[src/rtl/axis_result_serializer_if.sv]
// Bus bundle for the result serializer: wide non-stallable result stream in,
// narrow backpressured lane stream out.
interface axis_result_serializer_if #(
  parameter int LANES     = 4,
  parameter int OUT_WIDTH = 16
) ();
  logic [LANES*OUT_WIDTH-1:0] s_axis_tdata;
  logic                       s_axis_tvalid;
  logic                       s_axis_tlast;
  logic [OUT_WIDTH-1:0]       m_axis_tdata;
  logic                       m_axis_tvalid;
  logic                       m_axis_tready;
  logic                       m_axis_tlast;

  // Serializer view: consumes the wide stream, produces the lane stream.
  modport slave (
    input  s_axis_tdata, s_axis_tvalid, s_axis_tlast, m_axis_tready,
    output m_axis_tdata, m_axis_tvalid, m_axis_tlast
  );

  // Environment view: produces the wide stream, consumes the lane stream.
  modport master (
    output s_axis_tdata, s_axis_tvalid, s_axis_tlast, m_axis_tready,
    input  m_axis_tdata, m_axis_tvalid, m_axis_tlast
  );
endinterface

[src/rtl/axis_result_serializer.sv]
// Buffers the affine core's untimed result beats in a FIFO and replays each
// beat as EMIT_LANES narrow lanes on a backpressured AXIS master.
module axis_result_serializer #(
  parameter int LANES      = 4,
  parameter int OUT_WIDTH  = 16,
  parameter int EMIT_LANES = 3,
  parameter int DEPTH      = 16
) (
  input  logic                     aclk,
  input  logic                     areset,
  axis_result_serializer_if.slave  axis,
  input  logic                     ovf_clear,
  output logic                     overflow,
  output logic [15:0]              drop_count,
  output logic [$clog2(DEPTH):0]   level
);
  localparam int AW = $clog2(DEPTH);
  localparam int CW = AW + 1;
  localparam int LW = (EMIT_LANES > 1) ? $clog2(EMIT_LANES) : 1;
  localparam int DW = LANES * OUT_WIDTH;
  localparam logic [LW-1:0] LAST_LANE = LW'(EMIT_LANES - 1);

  // Entry layout: {tlast, lane LANES-1 .. lane 0}
  typedef logic [DW:0] entry_t;

  entry_t               mem [DEPTH];
  logic [AW-1:0]        wr_ptr, rd_ptr;
  logic [CW-1:0]        count;
  logic [LW-1:0]        lane, lane_next;
  logic                 out_valid, out_last;
  logic [OUT_WIDTH-1:0] out_data;

  logic   fire, pop, wr_en, drop, load_first;
  entry_t head, next_head, in_entry, first_src;

  function automatic logic [OUT_WIDTH-1:0] lane_data(entry_t e, logic [LW-1:0] idx);
    return e[int'(idx)*OUT_WIDTH +: OUT_WIDTH];
  endfunction

  assign in_entry  = {axis.s_axis_tlast, axis.s_axis_tdata};
  assign head      = mem[rd_ptr];
  assign next_head = mem[rd_ptr + AW'(1)];
  assign lane_next = lane + LW'(1);

  assign fire  = out_valid & axis.m_axis_tready;
  assign pop   = fire && (lane == LAST_LANE);
  assign wr_en = axis.s_axis_tvalid && ((count < CW'(DEPTH)) || pop);
  assign drop  = axis.s_axis_tvalid && !wr_en;

  // On a pop with only the head stored, the beat being written this same
  // cycle becomes the next head, so it is forwarded to avoid a bubble.
  always_comb begin
    first_src = head;
    if (pop) first_src = (count > CW'(1)) ? next_head : in_entry;
  end

  assign load_first = pop ? ((count > CW'(1)) || wr_en)
                          : (!out_valid && (count != '0));

  always_ff @(posedge aclk) begin
    if (areset) begin
      wr_ptr <= '0;
      rd_ptr <= '0;
      count  <= '0;
    end else begin
      if (wr_en) begin
        mem[wr_ptr] <= in_entry;
        wr_ptr      <= wr_ptr + AW'(1);
      end
      if (pop) rd_ptr <= rd_ptr + AW'(1);
      case ({wr_en, pop})
        2'b10:   count <= count + CW'(1);
        2'b01:   count <= count - CW'(1);
        default: count <= count;
      endcase
    end
  end

  always_ff @(posedge aclk) begin
    if (areset) begin
      out_valid <= 1'b0;
      out_data  <= '0;
      out_last  <= 1'b0;
      lane      <= '0;
    end else if (fire && !pop) begin
      lane     <= lane_next;
      out_data <= lane_data(head, lane_next);
      out_last <= head[DW] && (lane_next == LAST_LANE);
    end else if (load_first) begin
      out_valid <= 1'b1;
      lane      <= '0;
      out_data  <= lane_data(first_src, '0);
      out_last  <= first_src[DW] && (LAST_LANE == '0);
    end else if (pop) begin
      out_valid <= 1'b0;
      out_last  <= 1'b0;
      lane      <= '0;
    end
  end

  // A drop in the same cycle as a clear restarts the count at one.
  always_ff @(posedge aclk) begin
    if (areset) begin
      overflow   <= 1'b0;
      drop_count <= '0;
    end else if (drop) begin
      overflow   <= 1'b1;
      if (ovf_clear)                  drop_count <= 16'd1;
      else if (drop_count != 16'hFFFF) drop_count <= drop_count + 16'd1;
    end else if (ovf_clear) begin
      overflow   <= 1'b0;
      drop_count <= '0;
    end
  end

  assign axis.m_axis_tdata  = out_data;
  assign axis.m_axis_tvalid = out_valid;
  assign axis.m_axis_tlast  = out_last;
  assign level              = count;
endmodule
[src/flat_wrapper.sv]
// flat-port wrapper written by rule: the top's interface ports become plain ports
module axis_result_serializer_flat 
#(
  parameter int LANES      = 4,
  parameter int OUT_WIDTH  = 16,
  parameter int EMIT_LANES = 3,
  parameter int DEPTH      = 16
)
  (aclk, areset, ovf_clear, overflow, drop_count, level, axis_s_axis_tdata, axis_s_axis_tvalid, axis_s_axis_tlast, axis_m_axis_tready, axis_m_axis_tdata, axis_m_axis_tvalid, axis_m_axis_tlast);
  axis_result_serializer_if #(.LANES(LANES), .OUT_WIDTH(OUT_WIDTH)) axis_i ();
  input  logic aclk;
  input  logic areset;
  input  logic ovf_clear;
  output logic overflow;
  output logic [15:0] drop_count;
  output logic [$clog2(DEPTH):0] level;
  input wire logic [$bits(axis_i.s_axis_tdata)-1:0] axis_s_axis_tdata;
  input wire logic [$bits(axis_i.s_axis_tvalid)-1:0] axis_s_axis_tvalid;
  input wire logic [$bits(axis_i.s_axis_tlast)-1:0] axis_s_axis_tlast;
  input wire logic [$bits(axis_i.m_axis_tready)-1:0] axis_m_axis_tready;
  output wire logic [$bits(axis_i.m_axis_tdata)-1:0] axis_m_axis_tdata;
  output wire logic [$bits(axis_i.m_axis_tvalid)-1:0] axis_m_axis_tvalid;
  output wire logic [$bits(axis_i.m_axis_tlast)-1:0] axis_m_axis_tlast;
  assign axis_i.s_axis_tdata = axis_s_axis_tdata;
  assign axis_i.s_axis_tvalid = axis_s_axis_tvalid;
  assign axis_i.s_axis_tlast = axis_s_axis_tlast;
  assign axis_i.m_axis_tready = axis_m_axis_tready;
  assign axis_m_axis_tdata = axis_i.m_axis_tdata;
  assign axis_m_axis_tvalid = axis_i.m_axis_tvalid;
  assign axis_m_axis_tlast = axis_i.m_axis_tlast;
  axis_result_serializer #(.LANES(LANES), .OUT_WIDTH(OUT_WIDTH), .EMIT_LANES(EMIT_LANES), .DEPTH(DEPTH)) u_core (.aclk(aclk), .areset(areset), .axis(axis_i), .ovf_clear(ovf_clear), .overflow(overflow), .drop_count(drop_count), .level(level));
endmodule
[config.mk]
export PLATFORM = sky130hd
export DESIGN_NAME = axis_result_serializer_flat
export DESIGN_NICKNAME = d
export VERILOG_FILES = /design/src/rtl/axis_result_serializer_if.sv /design/src/rtl/axis_result_serializer.sv /design/src/flat_wrapper.sv
export SDC_FILE = /design/constraint.sdc
export NUM_CORES = 1
export LEC_CHECK = 0
export CAP_MARGIN = 15
export CORE_ASPECT_RATIO = 1.25
export CORE_MARGIN = 3
export CORE_UTILIZATION = 66
export DETAILED_ROUTE_END_ITERATION = 6
export PLACE_DENSITY = 0.84
export RECOVER_POWER = 50
export SYNTH_ARGS = -nofsm -noshare
export SYNTH_HDL_FRONTEND = slang
export SYNTH_SLANG_ARGS = --single-unit
export TNS_END_PERCENT = 50
[constraint.sdc]
create_clock -name aclk -period 12.85 [get_ports aclk]
set_clock_uncertainty 0.2 [all_clocks]
set_input_delay 1.285 -clock aclk [delete_from_list [all_inputs] [get_ports aclk]]
set_output_delay 1.285 -clock aclk [all_outputs]
set_load 0.01 [all_outputs]
==> flow_metrics.tcl, run 1 <==
set metrics [dict create \
    start_kind "primary input" \
    ys_warn_count 0 \
    drv_slew 25 \
    violations "max-capacitance violations, max-slew violations" \
    portBuffers 109 \
    crit_arrival_ns 5.71 \
    ios 110 \
    worst_pin_slew_ns 1.63 \
    drive_gt1_frac 0.236 \
    cts_buffer_depth 3 \
    cts_tree "yes" \
    avgSynthCellArea_sq_um 20.3 \
    peakVddDrop_v 0.000125 \
    fin_crit_sh 0.440 \
    timing.hold.ws_ns 0.275 \
    fill_cells 3361 \
    async_flop_share 0 \
    dieArea_sq_um 70700 \
    vias 25300 \
    synth_edf_count 1040 \
    grt_pass1_vias 25400 \
    fmax_mhz 177 \
    htreeDepth 3 \
    dp_cells 3077 \
    drtPass1Iterations 6 \
    ys_seq_elements 1094 \
    critPathCaptureType "flip-flop" \
    gp_congestion 0.864 \
    stdcell_count 3277 \
    crit_family "buffers and inverters" \
    routed_wl_um 121000 \
    cp_cell_sequence "dlygate4sd3_1, nand3_1, clkbuf_1, a21boi_0, nand2_1, nor2_4, buf_4" \
    cts_made_buffers 100 \
    hold_viol 0 \
    ctsResizeCount 0 \
    cts.clk_slew.worst_paths_ns 0.07 \
    clkLatencyLatePin_ns 0.66 \
    root_buffer "clkbuf_16" \
    rsz0062_at_grt "no" \
    cp_num_buf_inv 3 \
    fp.dieW_um 238 \
    crit_path_top_delay_cell "nor2_4" \
    ys_types 68 \
    hold_buffers 0 \
    initial_utilization 0.673 \
    rows 105 \
    grt_max_degree 140 \
    worst-path-max-fanout 40 \
    hold_path.class "reg -> reg" \
    syn-cell-area_sq_um 44600 \
    syn-num-nets 2275 \
    slew_headroom -0.0872 \
    powerDensity_nw_per_um2 144 \
    final_nets 2414 \
    route.detailed.drc 0 \
    die-height_um 297 \
    fin_crit_ns 5.65 \
    antenna_found_initial 6 \
    setup-violations-final 0 \
    drt_iter0_markers 4325 \
    synth_ff_type "edfxtp_1" \
    grt_pass1_wl_um 173000 \
    wl_per_cell_um 37.0 \
    ys_seq_area_frac 0.725 \
    critPathMaxStageDelay_ns 0.98 \
    finalPower_uw 7230 \
    postRouteAntennaNets 0 \
    worstSetupPathType "in -> reg" \
    hpwl_um 62400 \
    grt.total_usage 0.341 \
    netlist_instances 2192 \
    area.growth.synth_to_final_pct 12.4 \
    required_ns 12.91 \
    setup-tns-final_ns 0 \
    clock-sinks 1094 \
    fin_util 0.756 \
    avgViaCountPerCell 7.71 \
    outcome "finished with violations" \
    p_leak_uw 0.0157 \
    core-area_sq_um 66200 \
    grt-ovfl-total 0 \
    cap_violations 1 \
    cts_setup_buffers 0 \
]
[area by class of cell]
type / instances / area, sq um / area share
Sequential cell: 1094 / 32300 / 0.645
Timing Repair Buffer: 160 / 1600 / 0.0320
Multi-Input combinational cell: 960 / 11700 / 0.234
Antenna cell: 6 / 15.0 / 0.000300
Clock buffer: 129 / 2730 / 0.0546
Clock inverter: 57 / 564 / 0.0113
Tap cell: 856 / 1070 / 0.0214
Inverter: 15 / 57.6 / 0.00115
[report_power, final]
group          internal [uW]  total (uW)  switching [uW]
combinational           76.5         244             167
clock                   1690        3030            1340
sequential              3930        3960            25.5
[tightest hold or removal path, stage by stage, from the launching register on]
cell and delay, ns:
dfxtp_1 0.31, nand2_1 0.06, a21oi_1 0.06
[Yosys cell counts, types with 13 or more instances]
library cell	count	share of area
mux2i_1	91	0.020
clkbuf_1	43	0.0036
dfxtp_1	54	0.024
buf_1	17	0.0014
a22oi_1	15	0.0025
nand2_1	132	0.011
a21oi_1	40	0.0045
buf_2	28	0.0031
mux4_2	323	0.16
buf_4	28	0.0047
o22ai_1	13	0.0018
ha_1	13	0.0036
nand3_1	27	0.0030
nand4_1	17	0.0024
edfxtp_1	1040	0.70
nor2_1	72	0.0061
o21ai_0	28	0.0031
[cells in the final DEF, fill, tap and decap left out, types with 13 or more instances in the layout]
cell	synthesis	routed
nand3_1	27	27
dfxtp_1	54	49
clkbuf_16	0	102
o22ai_1	13	13
dlygate4sd3_1	0	90
nand4_1	17	17
clkinv_2	0	19
a22oi_1	15	15
nor2_4	0	16
nand2_1	132	132
clkinv_1	2	13
o21ai_0	28	29
a21oi_1	40	40
buf_4	28	40
mux4_2	323	323
nor2_1	72	55
clkbuf_1	43	22
clkdlybuf4s50_1	0	18
mux2i_1	91	91
edfxtp_1	1040	1040
[through the flow]
step / worst slack (ns) / area (sq um)
after floorplan: 7.17 / 44600
after detailed placement: 7.41 / 46600
final: 7.20 / 50100
after global placement: 7.48 / 46600
after CTS: 7.88 / 49900
after global routing: 6.94 / 50100
[path summary, 6_finish.rpt]
kind	to	slack, ns	from	depth (start not counted)
worst max-delay path	u_core.mem[9][49]	7.20	axis_m_axis_tready	7
worst min-delay path	u_core.overflow	0.27	u_core.overflow	2
worst max register to register	u_core.mem[9][49]	7.62	u_core.lane[0]	8
worst min register to register	u_core.overflow	0.27	u_core.overflow	2
[routing by layer]
layer / vias to the layer above / global-route usage / share of wire / wire, um
met1: 12700 / 0.449 / 0.32 / 39100
met4: 0 / 0.170 / 0.053 / 6490
met3: 487 / 0.0821 / 0.13 / 16100
met5: - / 0 / 0 / 0
met2: 2545 / 0.547 / 0.49 / 59700
li1: 9486 / - / - / -
[state kept, by name, summed over array words and instances (netlist names), named ones only]
register                   flops
u_core.wr_ptr                  4
u_core.axis.m_axis_tdata      16
u_core.lane                    2
u_core.rd_ptr                  4
u_core.overflow                1
u_core.mem                  1040
u_core.axis.m_axis_tvalid      1
u_core.axis.m_axis_tlast       1
u_core.level                   5
u_core.drop_count             16
[kinds of logic (layout without fill, tap and decap cells)]
family	after synthesis	after routing	synth area share
adders and majority gates	13	13	0.00365
muxes	434	434	0.192
buffers and inverters	138	361	0.0159
and+or+nand+nor	306	306	0.0311
other	0	6	0
xor gates and xnor gates	19	19	0.00373
AOI/OAI and AO/OA	188	188	0.0287
DFF	1094	1094	0.725
Power figures use the tool's default switching activity.
==> inputs of run 2 (changes only) <==
CORE_UTILIZATION = 56   (was 66)
PLACE_DENSITY = 0.76   (was 0.84)
clock period = 4.67 ns   (was 12.85 ns; I/O delays follow)
==> run 2 against run 1 <==
Net effect:
- the run now ends clean
- sequential power rose to 2.8 times the previous value
- sequential share of layout area down 0.77 points
- cell area rose by 1.2%
- clock power grew to 2.7 times the previous value
- critical path depth rose by 3
- first-iteration DRC count is 26% lower
- flip-flop and latch count did not move
- routed wire length fell by 7.3%
- register-to-register slack got worse by 6.9 ns
- die area is 17% higher
- core utilization decreased by 11 points
- critical endpoint is now u_core.axis.m_axis_tdata[6]
==> flow_metrics.tcl, run 2 (synthesized netlist as in run 1, its figures left out) <==
set metrics [dict create \
    slew_headroom 0.195 \
    powerDensity_nw_per_um2 390 \
    top_register "u_core.mem" \
    crit_arrival_ns 4.26 \
    largest_reg_flops 1040 \
    ios 110 \
    peakVddDrop_v 0.000290 \
    fmax_mhz 256 \
    clkPwrFrac 0.417 \
    antenna_found_initial 12 \
    wl_per_cell_um 32.3 \
    hpwl_um 62700 \
    dieArea_sq_um 83000 \
    drv_slew 0 \
    p_leak_uw 0.0158 \
    route.detailed.drc 0 \
    worst_pin_slew_ns 1.21 \
    drive_gt1_frac 0.238 \
    cts_made_buffers 102 \
    avgViaCountPerCell 6.88 \
    final_common_cell "edfxtp_1" \
    postRouteAntennaNets 0 \
    routed_wl_um 113000 \
    timing.hold.ws_ns 0.272 \
    seqPwrFrac 0.551 \
    initial_utilization 0.565 \
    rows 115 \
    hold_viol 0 \
    final_nets 2432 \
    start_kind "flip-flop" \
    final_cell_mix "edfxtp_1 (1040), mux4_2 (323), nand2_1 (132)" \
    grt_pass1_wl_um 166000 \
    fin_util 0.643 \
    postLayoutSetupSlackWorst_ns 0.757 \
    outcome "completed" \
    htreeDepth 3 \
    cts_tree "yes" \
    fp.dieW_um 258 \
    combPwrFrac 0.032 \
    switching_share 0.204 \
    clock-sinks 1094 \
    fin_crit_sh 0.838 \
    worstSetupPathType "reg -> reg" \
    grt_pass1_vias 24500 \
    hold_path.class "reg -> reg" \
    vias 24000 \
    root_buffer "clkbuf_16" \
    grt_max_degree 71 \
    grt.total_usage 0.275 \
    portBuffers 109 \
    area.growth.synth_to_final_pct 13.7 \
    grt-ovfl-total 0 \
    cts_buffer_depth 3 \
    drtPass1Iterations 6 \
    rsz0062_at_grt "no" \
    core-area_sq_um 78900 \
    gp_congestion 0.850 \
    required_ns 5.02 \
    post-place-ws_ns 1.12 \
    critPathCaptureType "flip-flop" \
    cts.clk_slew.worst_paths_ns 0.06 \
    r2r_slack_ns 0.76 \
    drt_iter0_markers 3212 \
    clkLatencyLatePin_ns 0.68 \
    switchingPower_uw 4030 \
    setup-violations-final 0 \
    internal_power_uw 15700 \
    worst-path-max-fanout 25 \
    die-height_um 321 \
    fin_crit_ns 3.91 \
    cap_violations 0 \
]
[run 2: cell count changes in the layout (fill, tap and decap cells not counted), moves of 4 or more]
| cell | previous run | this run |
|---|---|---|
| buf_16 | 6 | 0 |
| clkbuf_8 | 8 | 4 |
| clkbuf_16 | 102 | 106 |
| buf_12 | 2 | 30 |
| buf_4 | 40 | 33 |
| clkinv_1 | 13 | 19 |
| dlygate4sd3_1 | 90 | 99 |
| clkinv_2 | 19 | 13 |
| clkdlybuf4s50_1 | 18 | 10 |
[run 2: cell type report]
cell class	instances	area, sq um
sequential	1094	32300
fill	5117	28200
multi-input combinational	960	11700
clock buffer	127	2770
timing repair buffer	176	1960
tap	1053	1320
clock inverter	54	526
inverter	15	57.6
antenna	6	15.0
[run 2: through the flow]
stage | cell area, sq um | power (uW) | std cells | TNS [ns]
floorplan | 44600 | 11300 | 2192 | -323.67
global placement | 47400 | 11700 | 3296 | 0
detailed placement | 47400 | 11700 | 3297 | 0
CTS | 50700 | 19800 | 3479 | 0
global route | 50700 | 20200 | 3481 | 0
finish | 50700 | 19800 | 3485 | 0
[run 2: path summary, 6_finish.rpt]
check	from	end	cells past startpoint
worst max-delay path	u_core.lane[0]	u_core.axis.m_axis_tdata[6]	10
worst min register to register	u_core.axis.m_axis_tlast	u_core.axis.m_axis_tlast	2
worst max register to register	u_core.lane[0]	u_core.axis.m_axis_tdata[6]	10
worst min-delay path	u_core.axis.m_axis_tlast	u_core.axis.m_axis_tlast	2
[run 2: routing by layer]
metal / global-route usage / part of all wire / up-vias
li1: - / - / 9516
met1: 0.371 / 0.36 / 12600
met2: 0.443 / 0.49 / 1574
met3: 0.0579 / 0.10 / 307
met4: 0.116 / 0.042 / 10
met5: 0 / 0.00061 / -
[run 2: critical path: stages, from the launching register on]
cell and delay [ns]:
dfxtp_1 0.47, inv_1 0.12, ha_1 0.29, nand3_1 0.12, clkbuf_1 0.89, inv_1 0.09
buf_4 0.29, o21ai_1 0.17, a21o_1 0.63, a211oi_1 0.12, or3_1 0.38
[run 2: what timing repair did]
action	4_1_cts	5_1_grt
resized for setup	0	0
buffers inserted	0	0
endpoints found under the setup margin	0	0
endpoints found under the hold margin	4	0
hold buffers	1	0
[run 2: power groups by stage]
stage / Clock (uW) / Sequential (uW) / Combinational (uW)
6_report: 8250 / 10900 / 625
5_1_grt: 8690 / 10900 / 665
4_1_cts: 8320 / 10900 / 636
3_5_place_dp: 0 / 11100 / 631
3_3_place_gp: 0 / 11100 / 605
2_1_floorplan: 0 / 11100 / 239
